`src/rtl/addr_ram_1w_nr.sv`:
```
// One-write, N-read synchronous RAM with per-entry valid bits, granule write masks and flush.
// Define RAM_WRITE_BYPASS_EN to forward a same-cycle write to colliding reads.
module addr_ram_1w_nr #(
  parameter int DEPTH  = 8,
  parameter int WIDTH  = 10,
  parameter int NREAD  = 2,
  parameter int MASK_W = 1,
  localparam int AW    = $clog2(DEPTH)
) (
  input  logic                   clock,
  input  logic                   reset_n,
  input  logic                   W_en,
  input  logic [AW-1:0]          W_addr,
  input  logic [WIDTH-1:0]       W_data,
  input  logic [MASK_W-1:0]      W_mask,
  input  logic                   flush,
  input  logic [NREAD-1:0]       R_en,
  input  logic [NREAD*AW-1:0]    R_addr,
  output logic [NREAD*WIDTH-1:0] R_data,
  output logic [NREAD-1:0]       R_valid
);

  localparam int G = WIDTH / MASK_W;

  logic [WIDTH-1:0] mem [DEPTH];
  logic [DEPTH-1:0] valid_q;
  logic [WIDTH-1:0] merged_word;

  // The word a write leaves behind: new data in masked granules, old contents elsewhere.
  always_comb begin
    merged_word = mem[W_addr];
    for (int g = 0; g < MASK_W; g++) begin
      if (W_mask[g]) begin
        merged_word[g*G +: G] = W_data[g*G +: G];
      end
    end
  end

  always_ff @(posedge clock) begin
    if (W_en) begin
      mem[W_addr] <= merged_word;
    end
  end

  // A write in the flush cycle survives: its set lands after the clear.
  always_ff @(posedge clock or negedge reset_n) begin
    if (!reset_n) begin
      valid_q <= '0;
    end else begin
      if (flush) begin
        valid_q <= '0;
      end
      if (W_en) begin
        valid_q[W_addr] <= 1'b1;
      end
    end
  end

  for (genvar p = 0; p < NREAD; p++) begin : g_read
    logic [AW-1:0]    ra;
    logic             rd_valid;
    logic [WIDTH-1:0] rd_word;
    logic             rvalid_q;
    logic [WIDTH-1:0] rdata_q;

    assign ra = R_addr[p*AW +: AW];

    // Reads see the post-flush valid state; invalid entries return zero data.
    always_comb begin
      rd_valid = valid_q[ra] & ~flush;
      rd_word  = rd_valid ? mem[ra] : '0;
`ifdef RAM_WRITE_BYPASS_EN
      if (W_en && (ra == W_addr)) begin
        rd_valid = 1'b1;
        rd_word  = merged_word;
      end
`endif
    end

    always_ff @(posedge clock or negedge reset_n) begin
      if (!reset_n) begin
        rvalid_q <= 1'b0;
        rdata_q  <= '0;
      end else if (R_en[p]) begin
        rvalid_q <= rd_valid;
        rdata_q  <= rd_word;
      end
    end

    assign R_data[p*WIDTH +: WIDTH] = rdata_q;
    assign R_valid[p]               = rvalid_q;
  end

endmodule
```
`config.mk`:
```
export PLATFORM = sky130hd
export DESIGN_NAME = addr_ram_1w_nr
export DESIGN_NICKNAME = d
export VERILOG_FILES = /design/src/rtl/addr_ram_1w_nr.sv
export SDC_FILE = /design/constraint.sdc
export NUM_CORES = 1
export LEC_CHECK = 0
export ABC_AREA = 1
export BUFFER_PORTS_ARGS = -buffer_cell sky130_fd_sc_hd__buf_4
export CAP_MARGIN = 20
export CELL_PAD_IN_SITES_DETAIL_PLACEMENT = 1
export CELL_PAD_IN_SITES_GLOBAL_PLACEMENT = 1
export CORE_AREA = 2 2 127 129
export DETAILED_ROUTE_END_ITERATION = 10
export DIE_AREA = 0 0 129 131
export PLACE_DENSITY = 0.66
export SLEW_MARGIN = 20
export SYNTH_ARGS = -nofsm -noshare
export SYNTH_HDL_FRONTEND = slang
export SYNTH_SLANG_ARGS = --single-unit
```
`constraint.sdc`:
```
create_clock -name clock -period 2.25 [get_ports clock]
set_clock_uncertainty 0.15 [all_clocks]
set_input_delay 0.45 -clock clock [delete_from_list [all_inputs] [get_ports clock]]
set_output_delay 0.45 -clock clock [all_outputs]
set_load 0.05 [all_outputs]
```
# Word-level counts from Yosys, hierarchy flattened
# Memory sizes are Yosys's and may differ from the RTL's.
# Cells that the tools add are included.
[classes] n_lt_le_gt_ge=4 n_eq_ne=1 n_mux=13 bitwise=4 n_reduce_logical=2
[op_table] op="10-bit two-way mux" n=3
[op_table] op="8-bit two-way mux" n=2
[op_table] op="3-bit by 4-bit < comparator with 1-bit output, second input constant" n=3
[op_table] op="8-bit OR" n=1
[op_table] op="1-bit binary-select mux with 3-bit select" n=2
[op_table] op="1-bit two-way mux" n=5
[op_table] op="1-bit demux with 3-bit select" n=1
[op_table] op="3-bit by 1-bit >= comparator with 1-bit output, second input constant" n=1
[op_table] op="1-bit AND" n=2
[op_table] op="2-bit AND reduction" n=1
[op_table] op="1-bit logical AND" n=1
[op_table] op="1-bit inequality test, second input constant" n=1
[op_table] op="1-bit inverter" n=1
[word_totals] regBits=30 ram_bits=80 input_bits=26 out_inout_bits=22 wordCells=30 n_memories=1
[mem_list] name="mem" words=8 width=10 rd=2 rd_ports_with_merged_regs=0 write_ports=1 line="25" source="logic [WIDTH-1:0] mem [DEPTH];"

# Logic depth before layout (Yosys ltp)
[depth] depth_word=6 depth_mapped=9 depth_no_buf=7

# Worst setup path after synthesis
# No wires, ideal clock.
[synth_timing] kind="in2reg" startpoint="in W_mask" endpoint="mem mem[7][0] (enable)" setup_ns=0.390 arrival_ns=1.336 required_time_ns=1.710 setup_slack_ns=0.374 path_stages=2 n_path_buf=0 path_cell_list="nand2_1 -> nor3_1"
[synth_via] elab_chain_cells=2
[synth_rtl] element="from (decl)" line="15" source="input logic [MASK_W-1:0] W_mask,"
[synth_rtl] element="1-bit inequality test (no source line)"
[synth_rtl] element="2-bit AND reduction (no source line)"
[synth_rtl] element="to (decl)" line="25"
# Every way passes these cells.

# Worst setup path after layout
[layout_timing] startpoint="reg g_read[1].rdata_q[5]" endpoint="out R_data[15]"
[layout_rtl] element="from (decl)" line="64" source="logic [WIDTH-1:0] rdata_q;"
[layout_rtl] element="from (signal assigned)" line="86" source="rdata_q <= rd_word;"
[layout_rtl] element="to (decl)" line="19" source="output logic [NREAD*WIDTH-1:0] R_data,"
# No word-level cell between the ends.

==> reports/summary.txt <==
Status: finished clean
Largest net degree at the start of global routing: 41
Critical path, cell by cell: buf_4
Crit path time final: 1.60 ns
Mapped cell area: 0.00531 mm2
Max_cap viols: 0
Hold/Removal Path Class: primary input to flop
Post-synthesis sequential area ratio: 59.4%
Fmax: 623 MHz
First-pass GRT wire length: 26400 um
Most area-hungry cell type in the Yosys netlist: edfxtp_1
Antenna Cells: 0
Ys Warns: 0
Final TNS setup: 0 ns
CP Buf/Inv Count: 1
Reg2Reg Launch Point: valid_q[1]$_DFF_PN0_
Max-slew violations: 0
Max VDD drop: 0.483 mV
Top Ports: 48
First DRT Iteration DRCs: 329
Setup CP Type: flop to output port
Worst relative slew slack: 67.4%
Clk buf depth: 2
GRT Residual Overflow: 0
Die width: 129 um
Clock sinks: 110
Placed Instances: 842
Setup slack, reg-to-reg: 0.86 ns
Most frequent cells in the layout: 266 x nand2_1, 140 x nand3_1, 80 x edfxtp_1
Final hold vios: 0
Most common cell after layout, fill and taps aside: nand2_1
DRC viols: 0
#FFs+latches synth: 110
GP Congestion: 0.815
Post-synth cell types: 19
Share of cells above drive strength 1: 15.1%
Post-synthesis net count: 623
Syn-to-layout area delta: 16.7%
Reg2reg path depth: 7
Mapped Avg Cell Area: 8.89 um2
Hold path startpoint: W_data[3]
Post-route insts no fill: 859
Total Wirelength: 16900 um
PortBufs: 47
Vias in the first global route: 4595
Clock slew seen by the registers of the worst setup and hold paths: 0.08 ns
Top Family by Delay on Critical Path: flip-flops
FP Rows: 46
Post-CTS resize count: 0
Floorplan core area: 0.0156 mm2
Synth area leaders: edfxtp_1 45%, nand2_1 19%, dfrtp_1 14%
Hold Path Stages: 1
Max FO, Critical Path: 2
CP max-delay cell: dfrtp_1
DP Wirelength: 11300 um
Vias per cell: 5.15
Routed vias: 4425
Initial antenna violation count: 0
Pleak: 2.67 nW
Crit path capture type: output port
TritonRoute pass-1 iters: 4
Post-DR wirelength/cell: 19.7 um
Crit-path max cell delay: 0.41 ns
Htree depth: 3
Die Height: 131 um
Worst r2r dst: g_read[1].rdata_q[9]$_DFFE_PN0P_
Syn Inst Count: 597
GRT Total Usage: 21.3%
Nets: 664
PwrDens: 733 mW/mm2
Final period utilization: 71.3%
RSZ-0062 raised after global routing: false
Critical path required time: 1.65 ns
Endpoints failing setup: 0
Yosys top cell area share: 45.3%
Worst-Skew Late Latency: 0.36 ns
CTS Buf Count: 9
Total die area: 0.0169 mm2
CTS root buf: clkbuf_16
Worst-Margin Slew: 0.489 ns
CTS tree: yes
Setup crit start kind: flop
Number of nets with antenna violations after routing: 0
Starting Density: 34.0%
Min-Delay Endpoint: mem[7][3]$_DFFE_PP_
WP data arrival: 1.00 ns
how the worst max path moves through the flow:
stage	startpoint	endpoint	slack, ns	cells after the start
final	g_read[1].rdata_q[5]$_DFFE_PN0P_	R_data[15]	0.65	1
after global routing	R_addr[4]	g_read[1].rdata_q[3]$_DFFE_PN0P_	0.59	8
after CTS	g_read[1].rdata_q[4]$_DFFE_PN0P_	R_data[14]	0.65	1
after detailed placement	R_addr[3]	g_read[1].rdata_q[6]$_DFFE_PN0P_	0.33	9
after global placement	R_addr[4]	g_read[1].rdata_q[3]$_DFFE_PN0P_	0.36	8
after floorplan	W_mask	mem[7][0]$_DFFE_PP_	0.37	2
logic make-up after synthesis:
| group | count (synthesis) | synth area share, % |
|---|---|---|
| compound gates | 10 | 1.13 |
| buf+inv | 51 | 4.95 |
| flops | 110 | 59.4 |
| simple gates | 426 | 34.5 |
flip-flops by register name (all words and copies together), names as in the netlist:
name,flops
mem,80
g_read.rdata_q,20
g_read.rvalid_q,2
valid_q,8
where the power goes:
group / switching, mW / leakage (nW) / internal [mW] / total, mW
Combinational: 0.426 / 1.38 / 0.175 / 0.601
Clock: 0.760 / 0.156 / 0.893 / 1.65
Sequential: 0.0425 / 1.13 / 2.24 / 2.29
cell type report:
cell class              count  area, um2
clock inverters             4       35.0
repair buffers             68        513
multi-input cells         436       1890
well taps                 216        270
fillers                  1834       9400
inverters                  13       53.8
clock buffers              12        278
flip-flops and latches    110       3150
timing repair:
| action | 4_1_cts | 5_1_grt |
|---|---|---|
| setup endpoints to repair | 0 | 0 |
| endpoints found under the hold margin | 30 | 0 |
| hold buffers | 1 | 0 |
| setup buffers | 0 | 0 |
metal layers:
layer / GRT usage, % / vias up / part of all wire (%)
met5: 0 / - / 0
met4: 7.16 / 0 / 1.8
met3: 4.52 / 23 / 6.5
met2: 35.0 / 131 / 47
met1: 28.1 / 2189 / 45
li1: - / 2082 / -
cells in the mapped netlist (all sizes together):
cell type / n
a21oi: 2
buf: 28
clkbuf: 10
clkinv: 1
dfrtp: 30
edfxtp: 80
inv: 12
nand2: 266
nand3: 149
nor2: 10
nor3: 1
o21ai: 7
o31ai: 1
metrics by stage:
step / setup WS, ns / hold WS [ns] / total power [mW] / utilization (%) / cell area (um2)
2_1_floorplan: 0.374 / 0.00441 / 2.69 / - / 5310
4_1_cts: 0.647 / 0.164 / 4.57 / 39.7 / 6190
3_5_place_dp: 0.326 / 0.267 / 2.93 / 37.6 / 5870
6_report: 0.646 / 0.175 / 4.54 / 39.7 / 6190
3_3_place_gp: 0.359 / 0.259 / 2.92 / 37.6 / 5870
5_1_grt: 0.591 / 0.169 / 4.71 / 39.7 / 6190
Power figures use the tool's default switching activity.
